File: src/rtl/rresp_assembler.sv
// Read-response assembler: gathers a burst of read beats into one line.
// Lanes fill from a start lane with wrap; errors and length mismatches flag the line.
module rresp_assembler #(
  parameter  int LANE_W = 16,
  parameter  int LANES  = 16,
  localparam int IDX_W  = $clog2(LANES)
) (
  input  logic                    clk,
  input  logic                    rst,
  input  logic                    cmd_valid,
  output logic                    cmd_ready,
  input  logic [IDX_W-1:0]        cmd_lane,
  input  logic [IDX_W-1:0]        cmd_len,
  input  logic                    cmd_merge,
  input  logic                    r_valid,
  output logic                    r_ready,
  input  logic [LANE_W-1:0]       r_data,
  input  logic [1:0]              r_resp,
  input  logic                    r_last,
  output logic                    line_valid,
  input  logic                    line_ready,
  output logic [LANES*LANE_W-1:0] line_data,
  output logic [LANES-1:0]        line_mask,
  output logic                    line_err
);

  typedef enum logic [1:0] {
    IDLE,
    COLLECT,
    DONE
  } state_t;

  state_t             state;
  state_t             state_nx;
  logic [IDX_W-1:0]   ptr;
  logic [IDX_W-1:0]   remaining;

  logic cmd_fire;
  logic beat_fire;
  logic rem_zero;
  logic burst_end;
  logic beat_err;

  assign cmd_ready  = (state == IDLE);
  assign r_ready    = (state == COLLECT);
  assign line_valid = (state == DONE);

  assign cmd_fire  = cmd_valid & cmd_ready;
  assign beat_fire = r_valid & r_ready;
  assign rem_zero  = (remaining == '0);
  assign burst_end = rem_zero | r_last;

  // Bad response, early last, or missing last all poison the line.
  assign beat_err = (r_resp != 2'b00)
                  | (r_last & ~rem_zero)
                  | (rem_zero & ~r_last);

  always_ff @(posedge clk) begin
    if (rst) begin
      state <= IDLE;
    end else begin
      state <= state_nx;
    end
  end

  always_comb begin
    state_nx = state;
    unique case (state)
      IDLE: begin
        if (cmd_valid) state_nx = COLLECT;
      end
      COLLECT: begin
        if (r_valid && burst_end) state_nx = DONE;
      end
      DONE: begin
        if (line_ready) state_nx = IDLE;
      end
      default: state_nx = IDLE;
    endcase
  end

  // Line contents persist past the line handshake so merge can build on them.
  always_ff @(posedge clk) begin
    if (rst) begin
      ptr       <= '0;
      remaining <= '0;
      line_data <= '0;
      line_mask <= '0;
      line_err  <= 1'b0;
    end else if (cmd_fire) begin
      ptr       <= cmd_lane;
      remaining <= cmd_len;
      line_mask <= '0;
      line_err  <= 1'b0;
      if (!cmd_merge) line_data <= '0;
    end else if (beat_fire) begin
      line_data[int'(ptr)*LANE_W +: LANE_W] <= r_data;
      line_mask[ptr] <= 1'b1;
      ptr       <= ptr + IDX_W'(1);
      remaining <= remaining - IDX_W'(1);
      if (beat_err) line_err <= 1'b1;
    end
  end

endmodule

File: config.mk
export PLATFORM = sky130hd
export DESIGN_NAME = rresp_assembler
export DESIGN_NICKNAME = d
export VERILOG_FILES = /design/src/rtl/rresp_assembler.sv
export SDC_FILE = /design/constraint.sdc
export NUM_CORES = 1
export LEC_CHECK = 0
export CORE_MARGIN = 4
export CORE_UTILIZATION = 43
export DETAILED_ROUTE_END_ITERATION = 8
export GPL_ROUTABILITY_DRIVEN = 1
export PLACE_DENSITY = 0.77
export SLEW_MARGIN = 20
export SYNTH_ARGS = -nofsm -noshare
export SYNTH_HDL_FRONTEND = slang
export SYNTH_SLANG_ARGS = --single-unit
File: constraint.sdc
create_clock -name clk -period 6.5 [get_ports clk]
set_input_delay 1.3 -clock clk [delete_from_list [all_inputs] [get_ports clk]]
set_output_delay 1.3 -clock clk [all_outputs]
set_load 0.05 [all_outputs]
==> impl_metrics.toml <==
[routing]
drtAntennaViolNets = 0
wire_per_inst_um = 21.2
drc_errors = 0
num_vias = 9574
first_pass_iters = 5
drt_iter0_markers = 792
routed_wirelength_um = 36400
routed_via_density = 5.56

[cells_and_area]
final_nets = 1407
n_antenna_cell = 0
syn_to_final_growth_pct = 36.4
drive_gt1_frac = 0.0755

[sta]
worst_pin_slew_ns = 1.11
fin_tns_setup_ns = 0
grt_setup_unrepaired = "false"
setup_viol = 0
slew_violations = 0
max_freq_mhz = 273
fin_crit_sh = 0.563
slew_headroom = 0.250
setup_ws_ns = 2.84
hold_viol = 0
skew_ns = 0.0129
min_period_ns = 3.66

[power_and_ir_drop]
p_int_w = 0.00279
clkPwrFrac = 0.436
switching_share = 0.268
powerDensity_nw_per_um2 = 248
combinationalPowerShare = 0.102
power.leakage_nw = 5.63
switching_power_w = 0.00102
ir_worst_vdd_v = 0.000170
p_seq_frac = 0.463

[clock_network]
htreeDepth = 1
cts_sinks = 283
cts_resized = 0
post_cts.repair.setup_buffers = 0
clock_path_buffers = 3
clock_latency_ns = 0.55
ctsRootBufferMaster = "clkbuf_16"
cts_buffers = 29
cts_tree = "done"
holdBufCountCts = 0
clkTransAtPathRegs_ns = 0.06

[global_route]
grt_pass1_wl_um = 54500
grt_max_degree = 93
grt_usage = 0.238
grt_overflow = 0
grt_pass1_vias = 9223
antenna_found_initial = 0

[yosys]
syn-instance-count = 1108
syn_area_um2 = 11200
synth-seq-cells = 283
seq_area_frac_synth = 0.504
synth_top_flop_cell = "dfxtp_1"
synth_cell_type_count = 70
syn_nets = 1147
avgSynthCellArea_um2 = 10.2
ys_top_cells_by_area = "dfxtp_1 50%, mux2i_1 13%, nand2_1 7.2%"
ys_async_sr_fraction = 0
yosysTopAreaCell = "dfxtp_1"
ys_warn_count = 0
synth_edf_count = 0
yosysTopAreaCellShare = 0.504

[worst_setup_path]
reg2regPathDepth = 6
critPathLaunchType = "flop"
crit_start = "ptr[0]$_SDFFE_PP0P_"
ff2ff_setup_slack_ns = 2.84
cp.arrival_ns = 4.14
crit_end = "line_data[224]$_SDFFE_PP0P_"
cp_data_required_time_ns = 6.99
endpoint_kind = "flop"
critPathMaxFanout = 17
path_class = "flop to flop"
worstReg2RegEnd = "line_data[224]$_SDFFE_PP0P_"
reg2reg_from = "ptr[0]$_SDFFE_PP0P_"

[placed_design]
io_buffer_count = 308
dp_slack_ns = 2.44
dpl.hpwl_um = 24600
gp_congestion = 0.868

[floorplanning]
num_rows = 58
core_um2 = 25500
die_h_um = 170
die_x_um = 170
dieArea_um2 = 28800
start_util = 0.442
io_pins = 309

[min_path]
hp-class = "flop to flop"

[run]
maxCapViolCount = 0

[run_status]
status = "finished clean"
[worst min-delay path by stage]
stage | from | to | slack [ns] | cells past startpoint
3_5_place_dp | line_data[36]$_SDFFE_PP0P_ | line_data[36]$_SDFFE_PP0P_ | 0.45 | 2
3_3_place_gp | line_err$_SDFFE_PP0P_ | line_err$_SDFFE_PP0P_ | 0.44 | 2
4_1_cts | line_data[31]$_SDFFE_PP0P_ | line_data[31]$_SDFFE_PP0P_ | 0.46 | 2
6_report | line_data[108]$_SDFFE_PP0P_ | line_data[108]$_SDFFE_PP0P_ | 0.46 | 2
5_1_grt | line_data[3]$_SDFFE_PP0P_ | line_data[3]$_SDFFE_PP0P_ | 0.48 | 2
2_1_floorplan | remaining[1]$_SDFFE_PP0P_ | remaining[1]$_SDFFE_PP0P_ | 0.49 | 2
[power groups by stage]
stage,clock network (W),logic [W],registers (W)
6_report,0.00166,0.000387,0.00176
5_1_grt,0.00176,0.000411,0.00176
4_1_cts,0.00168,0.000383,0.00176
3_5_place_dp,0,0.000381,0.00180
3_3_place_gp,0,0.000379,0.00180
2_1_floorplan,0,0.000259,0.00180
[stage by stage]
| stage | area (µm²) | hold WS, ns | power (W) | utilization | instances |
|---|---|---|---|---|---|
| floorplan | 11200 | 0.494 | 0.00206 | - | 1108 |
| global placement | 14400 | 0.439 | 0.00218 | 0.564 | 1666 |
| detailed placement | 14400 | 0.446 | 0.00218 | 0.564 | 1666 |
| CTS | 15300 | 0.459 | 0.00383 | 0.602 | 1720 |
| global route | 15300 | 0.476 | 0.00393 | 0.602 | 1721 |
| finish | 15300 | 0.456 | 0.00381 | 0.602 | 1721 |
[Yosys cell counts (5+ instances only)]
library cell and number:
a31oi_1 17, nor2_1 33, dfxtp_1 283, o32ai_1 6, nand2b_1 19, o2bb2ai_1 16
a21oi_1 36, buf_2 19, clkbuf_1 45, nand2_1 217, nand4_4 5, inv_1 24
mux2i_1 144, o311ai_0 17, nand4_1 33, buf_1 8, buf_6 9, ha_1 6
nor2b_1 20, a22o_1 48, o311ai_1 15, buf_4 9, o32ai_2 10
[sequential cells by signal, summed over array words and instances (netlist names)]
name and flops:
state 2, remaining 4, line_err 1, line_mask 16
line_data 256, ptr 4
[worst max-delay path: stages, from the launching register on]
cell	delay, ns
dfxtp_1	0.65
inv_1	0.20
ha_1	0.53
nand2b_1	0.29
nor3_2	0.90
and4_1	0.75
a22o_1	0.25
[layer usage]
layer | part of all wire | GRT usage | vias up
met2 | 0.46 | 0.384 | 435
li1 | - | - | 4461
met5 | 0 | 0 | -
met1 | 0.44 | 0.331 | 4622
met4 | 0.021 | 0.0490 | 0
met3 | 0.084 | 0.0510 | 56
[area by class of cell]
cell class                      instances  area [µm²]
Tap cell                              330         413
Multi-Input combinational cell        711        5040
Clock buffer                           37         786
Sequential cell                       283        5670
Timing Repair Buffer                  319        3170
Fill cell                            2120       10100
Clock inverter                         17         179
Inverter                               24        90.1
[cells in the final DEF (no fill, tap or decap), types with 10 or more instances in the layout]
cell type,synthesis,final
nand4_1,33,33
o311ai_0,17,17
a22o_1,48,48
o2bb2ai_1,16,16
o32ai_2,10,10
a31oi_1,17,17
mux2i_1,144,144
a21oi_1,36,36
nand2_1,217,217
clkdlybuf4s50_1,0,307
buf_4,9,11
nand2b_1,19,19
inv_1,24,24
o311ai_1,15,15
nor2b_1,20,20
nor2_1,33,32
clkbuf_16,0,29
dfxtp_1,283,283
[cell families after synthesis]
family,after synthesis,share of synthesized area
AND/OR/NAND/NOR,363,0.159
buffers and inverters,114,0.0492
flip-flops,283,0.504
adder cells (fa/ha/maj),6,0.00667
XOR/XNOR,5,0.00556
multiplexers,144,0.128
AO/OA/AOI/OAI,193,0.148
No activity file was read; power rests on OpenSTA's default activity.
